File: config.mk
export PLATFORM = sky130hd
export DESIGN_NAME = text_render_attr
export DESIGN_NICKNAME = d
export VERILOG_FILES = /design/src/rtl/text_pkg.sv /design/src/rtl/cursor_blink.sv /design/src/rtl/text_render_attr.sv
export SDC_FILE = /design/constraint.sdc
export NUM_CORES = 1
export LEC_CHECK = 0
export BUFFER_PORTS_ARGS = -buffer_cell sky130_fd_sc_hd__buf_2
export CAP_MARGIN = 25
export CORE_ASPECT_RATIO = 0.9
export CORE_MARGIN = 2
export CORE_UTILIZATION = 53
export DETAILED_ROUTE_END_ITERATION = 10
export PLACE_DENSITY = 0.82
export SLEW_MARGIN = 20
export SYNTH_ARGS = -nofsm -noshare
export SYNTH_HDL_FRONTEND = slang
export SYNTH_HIERARCHICAL = 1
export SYNTH_SLANG_ARGS = --single-unit
File: constraint.sdc
create_clock -name i_clk -period 5.4 [get_ports i_clk]
set_clock_uncertainty 0.2 [all_clocks]
set_input_delay 0.81 -clock i_clk [delete_from_list [all_inputs] [get_ports i_clk]]
set_output_delay 0.81 -clock i_clk [all_outputs]
set_load 0.01 [all_outputs]
File: src/rtl/text_pkg.sv
// Shared definitions for the attributed text-mode pixel pipeline.
//   PALETTE     : 16-entry RGB565 palette, CGA order (0 black .. 15 white)
//   pal_lookup  : palette index -> RGB565
//   FG_LSB/BG_LSB : nibble positions of fg/bg inside the attribute byte
//   RENDER_LAT  : clocks from raster inputs to o_* (use it to align overlays)
package text_pkg;

  localparam int RENDER_LAT = 3;

  localparam int FG_LSB = 0;
  localparam int BG_LSB = 4;

  // Entry 15 first: packed array, index [i] selects palette entry i.
  localparam logic [15:0][15:0] PALETTE = {
    16'hFFFF, 16'hFFEA, 16'hFABF, 16'hFAAA,  // 15 white, 14 yellow, 13 lt magenta, 12 lt red
    16'h57FF, 16'h57EA, 16'h52BF, 16'h52AA,  // 11 lt cyan, 10 lt green, 9 lt blue, 8 dk grey
    16'hAD55, 16'hAAA0, 16'hA815, 16'hA800,  //  7 lt grey, 6 brown, 5 magenta, 4 red
    16'h0555, 16'h0540, 16'h0015, 16'h0000   //  3 cyan, 2 green, 1 blue, 0 black
  };

  function automatic logic [15:0] pal_lookup(input logic [3:0] idx);
    return PALETTE[idx];
  endfunction

endpackage

File: src/rtl/cursor_blink.sv
// Frame-rate cursor state: vsync rising-edge detect, blink counter/phase and
// the per-frame cursor latch (so the cursor never tears mid-frame).
//   clk, rst          : pixel clock, async active-high reset
//   vsync             : on-time vertical sync
//   cur_x/cur_y/cur_en: live cursor position/enable
//   lat_x/lat_y       : cursor position latched at the last frame edge
//   cursor_on         : latched enable AND blink phase
module cursor_blink #(
  parameter int COLS_LOG2    = 6,
  parameter int ROWS_LOG2    = 6,
  parameter int BLINK_FRAMES = 30
) (
  input  logic                 clk,
  input  logic                 rst,
  input  logic                 vsync,
  input  logic [COLS_LOG2-1:0] cur_x,
  input  logic [ROWS_LOG2-1:0] cur_y,
  input  logic                 cur_en,
  output logic [COLS_LOG2-1:0] lat_x,
  output logic [ROWS_LOG2-1:0] lat_y,
  output logic                 cursor_on
);

  localparam logic [7:0] LAST = 8'(BLINK_FRAMES - 1);

  logic       vs_d;
  logic [7:0] cnt;
  logic       phase;
  logic       lat_en;
  logic       frame_edge;

  assign frame_edge = vsync & ~vs_d;
  assign cursor_on  = lat_en & phase;

  always_ff @(posedge clk or posedge rst) begin
    if (rst) begin
      vs_d   <= 1'b0;
      cnt    <= '0;
      phase  <= 1'b1;
      lat_en <= 1'b0;
      lat_x  <= '0;
      lat_y  <= '0;
    end else begin
      vs_d <= vsync;
      if (frame_edge) begin
        lat_x  <= cur_x;
        lat_y  <= cur_y;
        lat_en <= cur_en;
        // Counter runs whether or not the cursor is enabled.
        if (cnt == LAST) begin
          cnt   <= '0;
          phase <= ~phase;
        end else begin
          cnt <= cnt + 8'd1;
        end
      end
    end
  end

endmodule

File: src/rtl/text_render_attr.sv
// Attributed text-mode pixel pipeline: raster position -> char buffer and
// font ROM addresses -> RGB565 with aligned syncs, 3 clocks end to end.
//   i_x/i_y/i_hsync/i_vsync/i_de : on-time raster timing
//   o_vram_addr / i_vram_data    : {row,col} -> {attr,char}, 1 clk read
//   o_font_addr / i_font_row     : {char,glyph row} -> row bits, 1 clk read
//   i_cursor_*                   : cursor, sampled at each vsync rising edge
//   o_r/o_g/o_b/o_hsync/o_vsync/o_de : delayed outputs
module text_render_attr
  import text_pkg::*;
#(
  parameter int FONT_W       = 8,
  parameter int FONT_H       = 8,
  parameter int COLS_LOG2    = 6,
  parameter int ROWS_LOG2    = 6,
  parameter int X_W          = 9,
  parameter int Y_W          = 9,
  parameter int ATTR_EN      = 1,
  parameter int BLINK_FRAMES = 30,
  parameter int CURSOR_ROWS  = 2
) (
  input  logic                              i_clk,
  input  logic                              i_rst,
  input  logic [X_W-1:0]                    i_x,
  input  logic [Y_W-1:0]                    i_y,
  input  logic                              i_hsync,
  input  logic                              i_vsync,
  input  logic                              i_de,
  output logic [ROWS_LOG2+COLS_LOG2-1:0]    o_vram_addr,
  input  logic [15:0]                       i_vram_data,
  output logic [8+$clog2(FONT_H)-1:0]       o_font_addr,
  input  logic [FONT_W-1:0]                 i_font_row,
  input  logic [COLS_LOG2-1:0]              i_cursor_x,
  input  logic [ROWS_LOG2-1:0]              i_cursor_y,
  input  logic                              i_cursor_en,
  output logic [4:0]                        o_r,
  output logic [5:0]                        o_g,
  output logic [4:0]                        o_b,
  output logic                              o_hsync,
  output logic                              o_vsync,
  output logic                              o_de
);

  localparam int FX = $clog2(FONT_W);
  localparam int FY = $clog2(FONT_H);
  localparam logic [FY-1:0] CUR_Y0 = FY'(FONT_H - CURSOR_ROWS);

  // S1 / S2 state
  logic [FX-1:0]        xc_s1, xc_s2;
  logic [FY-1:0]        yc_s1, yc_s2;
  logic [COLS_LOG2-1:0] col_s1, col_s2;
  logic [ROWS_LOG2-1:0] row_s1, row_s2;
  logic [7:0]           attr_s2;

  // de/sync delay lines; bit n is the value after stage n
  logic [RENDER_LAT:1]  vld_pipe, hs_pipe, vs_pipe;

  logic [COLS_LOG2-1:0] cur_col;
  logic [ROWS_LOG2-1:0] cur_row;
  logic                 cur_on;

  logic [3:0]           fg_idx, bg_idx;
  logic                 in_cursor, pix_fg;
  logic [15:0]          rgb_s2;

  // Upper raster bits are dropped, so the grid wraps.
  assign o_vram_addr = {i_y[FY +: ROWS_LOG2], i_x[FX +: COLS_LOG2]};
  assign o_font_addr = {i_vram_data[7:0], yc_s1};

  assign o_de    = vld_pipe[RENDER_LAT];
  assign o_hsync = hs_pipe[RENDER_LAT];
  assign o_vsync = vs_pipe[RENDER_LAT];

  cursor_blink #(
    .COLS_LOG2   (COLS_LOG2),
    .ROWS_LOG2   (ROWS_LOG2),
    .BLINK_FRAMES(BLINK_FRAMES)
  ) u_blink (
    .clk      (i_clk),
    .rst      (i_rst),
    .vsync    (i_vsync),
    .cur_x    (i_cursor_x),
    .cur_y    (i_cursor_y),
    .cur_en   (i_cursor_en),
    .lat_x    (cur_col),
    .lat_y    (cur_row),
    .cursor_on(cur_on)
  );

  always_comb begin
    fg_idx = 4'hF;
    bg_idx = 4'h0;
    if (ATTR_EN != 0) begin
      fg_idx = attr_s2[FG_LSB +: 4];
      bg_idx = attr_s2[BG_LSB +: 4];
    end
    in_cursor = cur_on && (col_s2 == cur_col) && (row_s2 == cur_row) &&
                (yc_s2 >= CUR_Y0);
    // FONT_W is a power of two, so FONT_W-1-xc is just ~xc.
    pix_fg = i_font_row[~xc_s2] | in_cursor;
    rgb_s2 = '0;
    if (vld_pipe[2])
      rgb_s2 = pix_fg ? pal_lookup(fg_idx) : pal_lookup(bg_idx);
  end

  always_ff @(posedge i_clk or posedge i_rst) begin
    if (i_rst) begin
      xc_s1    <= '0;
      yc_s1    <= '0;
      col_s1   <= '0;
      row_s1   <= '0;
      xc_s2    <= '0;
      yc_s2    <= '0;
      col_s2   <= '0;
      row_s2   <= '0;
      attr_s2  <= '0;
      vld_pipe <= '0;
      hs_pipe  <= '0;
      vs_pipe  <= '0;
      o_r      <= '0;
      o_g      <= '0;
      o_b      <= '0;
    end else begin
      xc_s1    <= i_x[FX-1:0];
      yc_s1    <= i_y[FY-1:0];
      col_s1   <= i_x[FX +: COLS_LOG2];
      row_s1   <= i_y[FY +: ROWS_LOG2];
      xc_s2    <= xc_s1;
      yc_s2    <= yc_s1;
      col_s2   <= col_s1;
      row_s2   <= row_s1;
      attr_s2  <= i_vram_data[15:8];
      vld_pipe <= {vld_pipe[RENDER_LAT-1:1], i_de};
      hs_pipe  <= {hs_pipe[RENDER_LAT-1:1], i_hsync};
      vs_pipe  <= {vs_pipe[RENDER_LAT-1:1], i_vsync};
      {o_r, o_g, o_b} <= rgb_s2;
    end
  end

endmodule
Word level (Yosys, flattened, before mapping):

Memory sizes are Yosys's and may differ from the RTL's.
Cells that the tools add are included.

* bits in read-only memories: 512
* output and inout bits: 42
* input port bits: 60
* word-level logic and storage cells: 48
* memories kept: 2
* register bits after elaboration: 92

* add/sub/neg operators: 1
* bitwise operators: 6
* $lt $le $gt $ge: 4
* eq/ne operators: 3
* multiplexer cells: 7
* reductions and logical operators: 4

Memories
* (no name shown): depth 16, bits a word 16, rd ports 1, clocked after Yosys merged registers in 0, wr ports 0, RTL line text_pkg.sv:22 `return PALETTE[idx];`
* (no name shown): depth 16, bits a word 16, rd ports 1, clocked after Yosys merged registers in 0, wr ports 0, RTL line text_pkg.sv:22

Operators with widths (number)
* 2-to-1 mux 16 bit: 4
* equality test 6 bit: 2
* < comparator 4 x 5 -> 1 bit (second input constant): 2
* adder 8 x 1 -> 8 bit (second input constant): 1
* equality test 8 x 5 -> 1 bit (second input constant): 1
* 2-to-1 mux 8 bit: 1
* < comparator 3 x 4 -> 1 bit (second input constant): 1
* binary-select mux 1 bit (select 3 bit): 1
* greater-or-equal comparator 3 bit (second input constant): 1
* logical AND 1 bit: 3
* NOT 3 bit: 1
* bitwise AND 1 bit: 2
* NOT 1 bit: 2
* AND reduction 2 bit: 1
* 2-to-1 mux 1 bit: 1
* bitwise OR 1 bit: 1

Depth between registers and ports, before layout:

* depth in word-level cells: 7
* mapped depth: 6
* depth with buffers taken out: 5

Cells and area by module:

The synthesis kept the hierarchy.

By module, submodules not included
* text_render_attr: instances 1, seq. area each 1426.4 µm², area each 2005.7 µm², cells each 130
* cursor_blink: instances 1, seq. area each 576.8 µm², area each 1018.5 µm², cells each 107

Worst setup path before layout:

Ideal clock, no wire load.

* kind: in2reg
* from: input i_font_row[1]
* to: register o_b[2]
* library setup time: 0.079 ns
* required time: 5.121 ns
* stages: 4
* path buffers: 0
* slack: 3.166 ns
* arrival: 1.954 ns
* path through: mux4_2 nor2b_1 a211oi_4 mux2i_1

* longest elaborated chain between the ends: 5

Ends and longest elaborated chain
* start, declared: RTL line text_render_attr.sv:31 `input logic [FONT_W-1:0] i_font_row,`
* binary-select mux 1 bit (select 3 bit): RTL line text_render_attr.sv:99 `pix_fg = i_font_row[~xc_s2] | in_cursor;`
* 2-to-1 mux 1 bit (implied by the code): RTL line text_render_attr.sv:99
* bitwise OR 1 bit: RTL line text_render_attr.sv:99
* 2-to-1 mux 16 bit: RTL line text_render_attr.sv:102 `rgb_s2 = pix_fg ? pal_lookup(fg_idx) : pal_lookup(bg_idx);`
* 2-to-1 mux 16 bit: RTL line text_render_attr.sv:101 `if (vld_pipe[2])`
* end signal, assigned: RTL line text_render_attr.sv:135 `{o_r, o_g, o_b} <= rgb_s2;`
* end, declared: RTL line text_render_attr.sv:37 `output logic [4:0] o_b,`

Every way passes these cells. The select of a mux whose other input is x is not followed.
A chain may end at the register's enable or synchronous reset.

Worst setup path after layout:

* from: input i_font_row[1]
* to: register o_g[3]

* longest elaborated chain between the ends: 5

Ends and longest elaborated chain
* binary-select mux 1 bit (select 3 bit): RTL line text_render_attr.sv:99
* 2-to-1 mux 1 bit (implied by the code): RTL line text_render_attr.sv:99
* bitwise OR 1 bit: RTL line text_render_attr.sv:99
* 2-to-1 mux 16 bit: RTL line text_render_attr.sv:102
* 2-to-1 mux 16 bit: RTL line text_render_attr.sv:101
* end signal, assigned: RTL line text_render_attr.sv:135
* end, declared: RTL line text_render_attr.sv:36 `output logic [5:0] o_g,`

Every way passes these cells. The select of a mux whose other input is x is not followed.

==> impl_metrics.csv <==
group,metric,value,unit
run_status,status,"complete, no violations",
setup_path,worstPathMaxFanout,5,
power,combinationalPowerShare,13.8,%
clock_tree,clock_sinks,80,
finish,area_growth,15.68,%
timing,max_freq,465.4,MHz
clock_tree,htreeDepth,3,
placed_design,dpl_worst_slack,2.859,ns
routing,ant_nets,0,
routing,wire_per_inst,13.50,um
grt,gr-usage-all-layers,16.83,%
finish,diodes,0,
power,p_clk_share,33.6,%
power,p_int,0.9995,mW
grt,grt_pass1_wl,7914,um
timing,rsz0062_at_grt,"no",
finish,drive_gt1_share,36.54,%
worst_hold_path,hold_class,"reg2reg",
setup_path,critPathKind,"in2reg",
clock_tree,clk_latency,0.34,ns
power,p_sw_share,25.80,%
routing,drc,0,
setup_path,worstSetupStartpointType,"input port",
power,p_leak,1.733,nW
clock_tree,clock_path_buffers,2,
synthesis,synth_xor_area_share,4.344,%
synthesis,synth-compound-area-share,4.510,%
clock_tree,clockRootBuffer,"clkbuf_8",
setup_path,crit_chain,"buf_2 -> mux4_2 -> nor2b_1 -> a211oi_4 -> mux2i_1",
synthesis,yosysSeqAreaShare,66.24,%
setup_path,r2r_end,"o_g[3]",
timing,setup_viol,0,
setup_path,crit_path_end_kind,"flip-flop",
routing,num_vias,1796,
synthesis,synth.largest_area_cell,"dfrtp_1",
grt,grt_max_degree,52,
routing,drtIter0Drc,165,
synthesis,synth_edf_count,0,
synthesis,synth_top_family_by_area,"simple AND/OR/NAND/NOR gates",
grt,globalRouteOverflowTotal,0,
timing,timing.final.crit_share,39.79,%
clock_tree,cts_tree,"yes",
timing,slew_headroom,42.04,%
setup_path,max_stage_delay,0.46,ns
die,rows,26,
synthesis,synth_top_area_share,65.37,%
synthesis,synth_nets,299,
routing,dr.pass1.iters,4,
timing,setup_slack,3.251,ns
timing,period_minus_slack,2.149,ns
job,max-cap-violations,0,
die,io_pins,102,
clock_tree,cts.reportedPaths.clkPinSlew,0.08,ns
finish,register_area,2003,sq um
synthesis,syn_inst,237,
setup_path,crit_path_end,"o_g[3]",
routing,routed_wl,5007,um
clock_tree,holdBufCountCts,0,
synthesis,synth_cell_type_count,39,
finish,multi_input_area,739.5,sq um
synthesis,synth.area.top_cells,"dfrtp_1 (65%), buf_4 (7.7%), nand2_1 (6.1%)",
grt,antenna_found_initial,0,
setup_path,arrival,2.21,ns
synthesis,synth_common_cells,"dfrtp_1 (79), nand2_1 (49), buf_4 (31)",
setup_path,crit_slowest_cell,"mux4_2",
finish,n_fill_cell,423,
die,core_area,5595,sq um
synthesis,synth_ff_type,"dfrtp_1",
die,die_y,75.66,um
synthesis,synth-simple-area-share,11.42,%
setup_path,r2r_slack,3.39,ns
finish,final_cells,371,
finish,fin_nets,359,
synthesis,syn_area,3024,sq um
synthesis,ys_seq_elements,80,
placed_design,dpl.hpwl,3613,um
power,cellPowerDensity,385.1,nW/um^2
setup_path,ff2ff_path_depth,4,
synthesis,yosysMostFrequentCell,"dfrtp_1",
power,p_seq_share,52.6,%
setup_path,critical-path-top-delay-family,"multiplexers",
placed_design,portBuffers,85,
synthesis,ys.warnings.count,6,
grt,grt_pass1_vias,1675,
power,power.switching,0.3476,mW
power,ir_worst_vdd,0.2293,mV
setup_path,r2r-start,"xc_s2[1]",
setup_path,critPathBufInv,1,
synthesis,muxShareOfSynthArea,3.269,%
setup_path,crit_start,"i_font_row[1]",
synthesis,async_reset_ff_share,100.0,%
timing,hold_slack,0.1473,ns
die,die_w,83.63,um
placed_design,place_inst,356,
finish,utilization,62.52,%
clock_tree,post-cts-setup-buffers,0,
timing,fin_tns_setup,0,ns
routing,vias_per_cell,4.841,
clock_tree,cts_resized,0,
die,dieArea,6327,sq um
setup_path,cp_data_required_time,5.46,ns
placed_design,gp_congestion,0.8261,
setup_path,cp.depth,5,
synthesis,synth_fa_ha_area_share,0.8275,%
synthesis,synth_area_per_cell,12.76,sq um
die,start_util,54.05,%
timing,tightest_slew,0.8693,ns
timing,hold_viol,0,
timing,final-max-slew-violation-count,0,
clock_tree,numCtsBuffers,9,
final cells by class:
cell class              count  share of cell area (%)
multi-input cells         113                   21.14
clock buffers               9                   3.541
flip-flops and latches     80                   57.26
well taps                  70                   2.504
repair buffers             86                   12.37
inverters                   7                  0.7511
clock inverters             6                   2.432
per-stage QoR:
stage | power [mW] | area (sq um)
after CTS | 1.361 | 3496
after global routing | 1.419 | 3498
after floorplan | 0.8591 | 3024
after global placement | 0.8936 | 3287
final | 1.347 | 3498
after detailed placement | 0.9058 | 3287
worst min path at each step:
stage	start	endpoint	slack (ns)	cells after the start
after detailed placement	col_s1[2]	col_s2[2]	0.13	0
after global placement	col_s1[3]	col_s2[3]	0.13	0
after CTS	col_s1[5]	col_s2[5]	0.15	0
final	col_s1[5]	col_s2[5]	0.15	0
after floorplan	col_s1[0]	col_s2[0]	0.13	0
after global routing	col_s1[2]	col_s2[2]	0.16	0
state kept, by name (all words and copies together), names as in the netlist:
name and flops:
col_s1 6, yc_s1 3, u_blink/lat_x 6, row_s1 6
xc_s2 3, col_s2 6, vld_pipe 3, yc_s2 2
u_blink/lat_en 1, vs_pipe 3, o_b 2, u_blink/cnt 8
attr_s2 8, u_blink/vs_d 1, xc_s1 3, row_s2 6
o_r 1, o_g 2, u_blink/lat_y 6, hs_pipe 3
u_blink/phase 1
logic make-up after synthesis:
family                   after synthesis
AO/OA/AOI/OAI                         17
buffers and inverters                 44
adder cells (fa/ha/maj)                2
multiplexers                           7
XOR/XNOR                              15
flip-flops                            80
AND/OR/NAND/NOR                       72
power groups by stage:
| stage | sequential (mW) | clock [mW] | combinational [mW] |
|---|---|---|---|
| 2_1_floorplan | 0.712 | 0 | 0.147 |
| 3_3_place_gp | 0.716 | 0 | 0.178 |
| 3_5_place_dp | 0.720 | 0 | 0.186 |
| 4_1_cts | 0.709 | 0.465 | 0.187 |
| 5_1_grt | 0.720 | 0.489 | 0.210 |
| 6_report | 0.709 | 0.453 | 0.185 |
routing by layer:
metal / vias to the layer above / track usage, % / share of wire (%)
met3: 10 / 4.984 / 6.6
met1: 851 / 21.87 / 42
met5: - / 0 / 0
li1: 867 / - / -
met4: 0 / 7.706 / 1.7
met2: 68 / 26.93 / 50
cell usage in the layout, fill, tap and decap left out, drive strengths merged, types with 3 or more instances in the layout:
| master | Yosys | final |
|---|---|---|
| buf | 35 | 86 |
| nand3 | 3 | 3 |
| clkbuf | 2 | 9 |
| mux2i | 5 | 5 |
| nand4 | 5 | 5 |
| o311ai | 3 | 3 |
| nand2 | 49 | 49 |
| o21ai | 7 | 7 |
| xnor2 | 14 | 14 |
| inv | 7 | 7 |
| dfrtp | 79 | 79 |
No activity file was read; power rests on OpenSTA's default activity.
